**src/rtl/uart_pkg.sv**
```systemverilog
// rtl/uart_pkg.sv - shared state encoding, parity helper and configuration checks for the UART receiver
package uart_pkg;

  // Receive FSM states
  typedef enum logic [2:0] {
    IDLE,
    START,
    DATA,
    PARITY,
    STOP,
    WAIT_HIGH
  } rx_state_t;

  // Widest payload the receiver supports; the parity helper works on this width
  localparam int unsigned MAX_DATA_BITS = 9;

  // 1 when data bits plus the received parity bit disagree with the selected sense
  function automatic logic parity_err(input logic [MAX_DATA_BITS-1:0] data,
                                      input logic                     par_bit,
                                      input logic                     odd);
    return ((^data) ^ par_bit) != odd;
  endfunction

  // Configuration legality, evaluated at elaboration by the receiver top
  function automatic logic cfg_legal(input int clks_per_bit,
                                     input int data_bits,
                                     input int stop_bits);
    return (clks_per_bit >= 4) && (data_bits >= 5) && (data_bits <= 9) &&
           (stop_bits >= 1) && (stop_bits <= 2);
  endfunction

endpackage

```
**src/rtl/uart_rx_sync_vote.sv**
```systemverilog
// rtl/uart_rx_sync_vote.sv - two-flop synchroniser with a 3-tap majority vote on the RX line
module uart_rx_sync_vote (
  input  logic i_CLK,
  input  logic i_RST,
  input  logic i_Rx_Serial,
  output logic o_raw,
  output logic o_voted
);

  logic sync1_q, sync1_d;
  logic sync2_q, sync2_d;
  logic hist1_q, hist1_d;
  logic hist2_q, hist2_d;

  // Shift the line through the synchroniser and the vote history
  always_comb begin
    sync1_d = i_Rx_Serial;
    sync2_d = sync1_q;
    hist1_d = sync2_q;
    hist2_d = hist1_q;
  end

  // Everything resets to the idle (high) line level so no false start is seen
  always_ff @(posedge i_CLK or posedge i_RST) begin
    if (i_RST) begin
      sync1_q <= 1'b1;
      sync2_q <= 1'b1;
      hist1_q <= 1'b1;
      hist2_q <= 1'b1;
    end else begin
      sync1_q <= sync1_d;
      sync2_q <= sync2_d;
      hist1_q <= hist1_d;
      hist2_q <= hist2_d;
    end
  end

  assign o_raw   = sync2_q;
  assign o_voted = (sync2_q & hist1_q) | (sync2_q & hist2_q) | (hist1_q & hist2_q);

endmodule

```
**src/rtl/uart_rx_param.sv**
```systemverilog
// rtl/uart_rx_param.sv - parametrised UART receiver with error detection and a ready/valid holding register
module uart_rx_param import uart_pkg::*; #(
  parameter int CLKS_PER_BIT = 217,
  parameter int DATA_BITS    = 8,
  parameter int PARITY_EN    = 0,
  parameter int PARITY_ODD   = 0,
  parameter int STOP_BITS    = 1
) (
  input  logic                 i_CLK,
  input  logic                 i_RST,
  input  logic                 i_Rx_Serial,
  input  logic                 i_Rx_Ready,
  output logic                 o_Rx_DV,
  output logic [DATA_BITS-1:0] o_Rx_Byte,
  output logic                 o_Parity_Err,
  output logic                 o_Frame_Err,
  output logic                 o_Overrun,
  output logic                 o_Break,
  output logic                 o_Busy
);

  localparam int CNT_W = $clog2(CLKS_PER_BIT);
  localparam int IDX_W = $clog2(DATA_BITS + 1);
  localparam logic [CNT_W-1:0] HALF_CNT  = CNT_W'((CLKS_PER_BIT - 1) / 2);
  localparam logic [CNT_W-1:0] LAST_CNT  = CNT_W'(CLKS_PER_BIT - 1);
  localparam logic [IDX_W-1:0] LAST_DATA = IDX_W'(DATA_BITS - 1);
  localparam logic [IDX_W-1:0] LAST_STOP = IDX_W'(STOP_BITS - 1);

  if (!cfg_legal(CLKS_PER_BIT, DATA_BITS, STOP_BITS)) begin : g_bad_cfg
    $error("uart_rx_param: illegal CLKS_PER_BIT, DATA_BITS or STOP_BITS");
  end

  logic raw, voted;

  uart_rx_sync_vote u_sync_vote (
    .i_CLK      (i_CLK),
    .i_RST      (i_RST),
    .i_Rx_Serial(i_Rx_Serial),
    .o_raw      (raw),
    .o_voted    (voted)
  );

  rx_state_t            state_q, state_d;
  logic [CNT_W-1:0]     cnt_q, cnt_d;
  logic [IDX_W-1:0]     idx_q, idx_d;
  logic [DATA_BITS-1:0] shift_q, shift_d;
  logic                 perr_q, perr_d;
  logic                 ferr_q, ferr_d;
  logic                 zero_q, zero_d;
  logic                 bit_end, frame_done, frame_brk;

  logic                 dv_q, dv_d;
  logic [DATA_BITS-1:0] byte_q, byte_d;
  logic                 perr_out_q, perr_out_d;
  logic                 ferr_out_q, ferr_out_d;
  logic                 ovr_q, ovr_d;
  logic                 brk_q, brk_d;

  // Frame FSM: start validation, bit sampling, parity/stop checks and break tracking
  always_comb begin
    state_d    = state_q;
    cnt_d      = cnt_q;
    idx_d      = idx_q;
    shift_d    = shift_q;
    perr_d     = perr_q;
    ferr_d     = ferr_q;
    zero_d     = zero_q;
    frame_done = 1'b0;
    frame_brk  = 1'b0;
    bit_end    = (cnt_q == LAST_CNT);

    if (state_q inside {DATA, PARITY, STOP}) begin
      cnt_d = bit_end ? '0 : cnt_q + CNT_W'(1);
    end

    case (state_q)
      IDLE: begin
        cnt_d  = '0;
        idx_d  = '0;
        perr_d = 1'b0;
        ferr_d = 1'b0;
        zero_d = 1'b1;
        if (!raw) state_d = START;
      end
      START: begin
        if (cnt_q == HALF_CNT) begin
          cnt_d   = '0;
          state_d = voted ? IDLE : DATA;
        end else begin
          cnt_d = cnt_q + CNT_W'(1);
        end
      end
      DATA: begin
        if (bit_end) begin
          shift_d = {voted, shift_q[DATA_BITS-1:1]};
          zero_d  = zero_q & ~voted;
          if (idx_q == LAST_DATA) begin
            idx_d   = '0;
            state_d = (PARITY_EN != 0) ? PARITY : STOP;
          end else begin
            idx_d = idx_q + IDX_W'(1);
          end
        end
      end
      PARITY: begin
        if (bit_end) begin
          perr_d  = parity_err(MAX_DATA_BITS'(shift_q), voted, (PARITY_ODD != 0));
          zero_d  = zero_q & ~voted;
          state_d = STOP;
        end
      end
      STOP: begin
        if (bit_end) begin
          ferr_d = ferr_q | ~voted;
          // Break only looks at the first stop bit
          if (idx_q == '0) zero_d = zero_q & ~voted;
          if (idx_q == LAST_STOP) begin
            frame_done = 1'b1;
            frame_brk  = zero_d;
            // A low line at frame end must go high again before a new start is trusted
            state_d    = (!voted || zero_d) ? WAIT_HIGH : IDLE;
          end else begin
            idx_d = idx_q + IDX_W'(1);
          end
        end
      end
      WAIT_HIGH: begin
        if (voted) state_d = IDLE;
      end
      default: state_d = IDLE;
    endcase
  end

  // Frame FSM registers
  always_ff @(posedge i_CLK or posedge i_RST) begin
    if (i_RST) begin
      state_q <= IDLE;
      cnt_q   <= '0;
      idx_q   <= '0;
      shift_q <= '0;
      perr_q  <= 1'b0;
      ferr_q  <= 1'b0;
      zero_q  <= 1'b1;
    end else begin
      state_q <= state_d;
      cnt_q   <= cnt_d;
      idx_q   <= idx_d;
      shift_q <= shift_d;
      perr_q  <= perr_d;
      ferr_q  <= ferr_d;
      zero_q  <= zero_d;
    end
  end

  // Holding register: consume on handshake, load a finished frame or flag overrun/break
  always_comb begin
    dv_d       = dv_q;
    byte_d     = byte_q;
    perr_out_d = perr_out_q;
    ferr_out_d = ferr_out_q;
    ovr_d      = 1'b0;
    brk_d      = 1'b0;
    if (dv_q && i_Rx_Ready) dv_d = 1'b0;
    if (frame_done) begin
      if (frame_brk) begin
        brk_d = 1'b1;
      end else if (!dv_q || i_Rx_Ready) begin
        dv_d       = 1'b1;
        byte_d     = shift_q;
        perr_out_d = perr_q;
        ferr_out_d = ferr_d;
      end else begin
        ovr_d = 1'b1;
      end
    end
  end

  // Output registers
  always_ff @(posedge i_CLK or posedge i_RST) begin
    if (i_RST) begin
      dv_q       <= 1'b0;
      byte_q     <= '0;
      perr_out_q <= 1'b0;
      ferr_out_q <= 1'b0;
      ovr_q      <= 1'b0;
      brk_q      <= 1'b0;
    end else begin
      dv_q       <= dv_d;
      byte_q     <= byte_d;
      perr_out_q <= perr_out_d;
      ferr_out_q <= ferr_out_d;
      ovr_q      <= ovr_d;
      brk_q      <= brk_d;
    end
  end

  assign o_Rx_DV      = dv_q;
  assign o_Rx_Byte    = byte_q;
  assign o_Parity_Err = perr_out_q;
  assign o_Frame_Err  = ferr_out_q;
  assign o_Overrun    = ovr_q;
  assign o_Break      = brk_q;
  assign o_Busy       = (state_q != IDLE);

endmodule

```
**config.mk**
```make
export PLATFORM = sky130hd
export DESIGN_NAME = uart_rx_param
export DESIGN_NICKNAME = d
export VERILOG_FILES = /design/src/rtl/uart_pkg.sv /design/src/rtl/uart_rx_sync_vote.sv /design/src/rtl/uart_rx_param.sv
export SDC_FILE = /design/constraint.sdc
export NUM_CORES = 1
export LEC_CHECK = 0
export ABC_AREA = 0
export BUFFER_PORTS_ARGS = -buffer_cell sky130_fd_sc_hd__buf_2
export CAP_MARGIN = 20
export CORE_MARGIN = 4
export CORE_UTILIZATION = 55
export DETAILED_ROUTE_END_ITERATION = 10
export PLACE_DENSITY = 0.71
export SLEW_MARGIN = 15
export SYNTH_ARGS = -nofsm -noshare
export SYNTH_HDL_FRONTEND = slang
export SYNTH_SLANG_ARGS = --single-unit
export TNS_END_PERCENT = 20
```
**constraint.sdc**
```tcl
create_clock -name i_CLK -period 2.71 [get_ports i_CLK]
set_input_delay 0.271 -clock i_CLK [delete_from_list [all_inputs] [get_ports i_CLK]]
set_output_delay 0.271 -clock i_CLK [all_outputs]
set_load 0.05 [all_outputs]
```
==> impl_metrics.yaml <==
status:
  run_status: "complete, no violations"
setup_path:
  path_class: "flip-flop to flip-flop"
  cp_data_required_time_ns: 2.89
  worst_ep_arrival_time_ns: 2.32
  cp_num_buf_inv: 0
  cp_top_family: "simple AND/OR/NAND/NOR gates"
  crit_path_start_kind: "flip-flop"
  critPathMaxStageDelay_ns: 0.61
  path_common_cell: "nor2_1"
  worst_path_max_delay_cell: "dfrtp_1"
  crit_chain: "nor2_1 -> nor2_1 -> nor2_1 -> mux2_2 -> a22o_1"
  crit_path_end_kind: "flip-flop"
  crit_fanout: 15
die:
  floorplan.die.height_um: 71.7
  fp.coreArea_mm2: 0.00380
  die_ar_mm2: 0.00514
  placementRows: 22
  floorplan.initialDensity_pct: 58.7
  floorplan.io_pins: 18
  die_w_um: 71.7
placement:
  dp.final_hpwl_um: 3120
  gp_routability_congestion: 0.973
  number_of_buffers_inserted_by_port_buffering: 17
  placedInstanceArea_mm2: 0.00235
sta:
  timing_hold_violations_final: 0
  layout_worst_path_cycle_share_pct: 78.7
  timing.final.setup_violations: 0
  layout_min_cycle_time_ns: 2.13
  slew_violations: 0
  rsz0062_at_grt: "no"
  timing.slew.headroom_pct: 52.9
  final.setup.tns_ns: 0
  transition_time_at_the_pin_with_the_least_slew_margin_ns: 0.704
  clock-skew-final_ns: 0.00550
  maxClockFrequency_mhz: 469
clock_network:
  number_of_post_cts_setup_repair_buffers: 0
  holdBufCountCts: 0
  clock-root-buffer: "clkbuf_8"
  tritoncts_num_sinks: 43
  clkLatencyLatePin_ns: 0.29
  htree_num_levels: 2
  post_cts_resize_count: 0
  tritoncts: "yes"
  clk_path_buf_depth: 2
  cts_inserted_buffers: 5
  clkSlewWorstSetupHoldPaths_ns: 0.08
global_routing:
  grt_start_max_net_pins: 44
  track_usage_pct: 19.0
  first_global_vias: 1643
  globalRoute.totalOverflow: 0
  antenna_found_initial: 0
  grt_first_pass_wirelength_um: 7780
synthesis:
  synth_cell_type_count: 48
  ys.flop_type: "dfrtp_1"
  proportion_of_synthesized_flip_flops_having_asynchronous_set_or_reset_pct: 100
  mappedNetlistNets: 214
  average_cell_area_after_synthesis_um2: 10.8
  seq_area_frac_synth_pct: 48.5
  number_of_synthesized_register_bits: 43
  gate_count_post_synth: 206
  synth_warnings: 0
  synth.cell_area_mm2: 0.00223
  number_of_flops_mapped_to_enable_cells_by_yosys: 0
finish:
  final_layout_size_suffix_gt1_share_pct: 26.0
  finalCoreUtilization_pct: 65.3
  areaGrowthSynthToFinish_pct: 11.2
  highest_count_cells_in_the_layout_ignoring_fill_and_taps: "dfrtp_1, o21ai_0, mux2_2"
  antenna_cells: 0
  numnets_final: 234
  mostFrequentLayoutCell: "dfrtp_1"
  postLayoutCellArea_mm2: 0.00248
power_and_ir_drop:
  leakage_nw: 1.11
  power_density_mw_per_mm2: 507
  peakVddDrop_mv: 0.394
  post-layout-total-power_mw: 1.26
route:
  drt-vias-per-instance: 6.03
  post_drt_wl_per_cell_um: 16.2
  routed_wl_um: 4450
  routed-via-count: 1659
  drc_violations: 0
  detail_route.first_pass.iterations: 7
  antenna_violating_nets_post_route: 0
  drt_first_iter_violations: 144
hold_path:
  min_path_type: "input port to flip-flop"
flow_run:
  maxCapViolations: 0
-- final timing paths --
kind                                     start             endpoint  slack (ns)  depth (start not counted)
setup / recovery                    state_q[0]             cnt_q[7]        0.58                          5
hold / removal                     i_Rx_Serial  u_sync_vote.sync1_q        0.07                          1
setup reg to reg                    state_q[0]             cnt_q[7]        0.58                          5
hold reg to reg            u_sync_vote.sync1_q    u_sync_vote.o_raw        0.36                          0
max in group asynchronous                i_RST               zero_q        2.24                          3
min in group asynchronous                i_RST             cnt_q[0]        0.10                          3
-- metrics by stage --
stage / setup WS (ns) / hold slack [ns] / std cells
finish: 0.576 / 0.0694 / 275
global route: 0.445 / 0.0496 / 275
CTS: 0.625 / 0.0595 / 275
detailed placement: 0.642 / 0.352 / 267
global placement: 0.708 / 0.346 / 267
floorplan: 0.926 / 0.275 / 206
-- logic make-up (layout without fill, tap and decap cells) --
kind of cell             after synthesis  in the layout  synth area share, %
multiplexers                          19             19                 9.60
flip-flops                            43             43                 48.5
buffers and inverters                 15             36                 3.31
AND/OR/NAND/NOR                       65             65                 17.8
XOR/XNOR                               8              8                 3.14
adder cells (fa/ha/maj)                5              5                 2.69
AO/OA/AOI/OAI                         51             51                 14.9
-- worst reg2reg max path: cells and delay by family (launching register included) --
family / cells / cell delay (ns)
and+or+nand+nor: 3 / 0.94
DFF: 1 / 0.61
AOI/OAI and AO/OA: 1 / 0.20
muxes: 1 / 0.29
-- cells in the mapped netlist, types with 3 or more instances --
cell type,n,area [um^2]
dfrtp_1,38,951
o21ai_0,20,100
mux2_2,19,214
nor2_1,16,60.1
nand2_1,14,52.6
inv_1,10,37.5
xnor2_1,8,70.1
a21oi_1,7,35.0
nand3_1,7,35.0
a22o_1,5,43.8
dfstp_2,5,131
ha_1,4,50.1
o31ai_1,4,30.0
nand3b_1,3,22.5
nor3_1,3,15.0
-- layout make-up --
type / instances / area [um^2]
well taps: 48 / 60.1
flip-flops and latches: 43 / 1080
clock buffers: 6 / 72.6
clock inverters: 2 / 60.1
multi-input cells: 148 / 1070
repair buffers: 18 / 92.6
inverters: 10 / 37.5
fillers: 311 / 1320
-- power breakdown --
part	internal, mW	switching [mW]
Clock	0.368	0.213
Sequential	0.647	0.00159
Combinational	0.00720	0.0194
Total	1.02	0.234
-- layer usage --
layer	wire length, um	track usage, %	up-vias
met1	1950	25.0	832
met4	59	5.64	0
li1	-	-	779
met3	211	4.63	6
met2	2230	31.0	42
met5	0	0	-
-- registers in the layout, indices dropped and copies added, names as in the netlist --
register / cells
u_sync_vote.hist2_q: 1
shift_q: 8
u_sync_vote.hist1_q: 1
o_Rx_Byte: 8
cnt_q: 8
o_Frame_Err: 1
state_q: 3
o_Rx_DV: 1
ferr_q: 1
o_Parity_Err: 1
u_sync_vote.sync1_q: 1
zero_q: 1
o_Overrun: 1
o_Break: 1
perr_q: 1
idx_q: 4
u_sync_vote.o_raw: 1
Note: power is estimated with default switching activity, not from simulation.
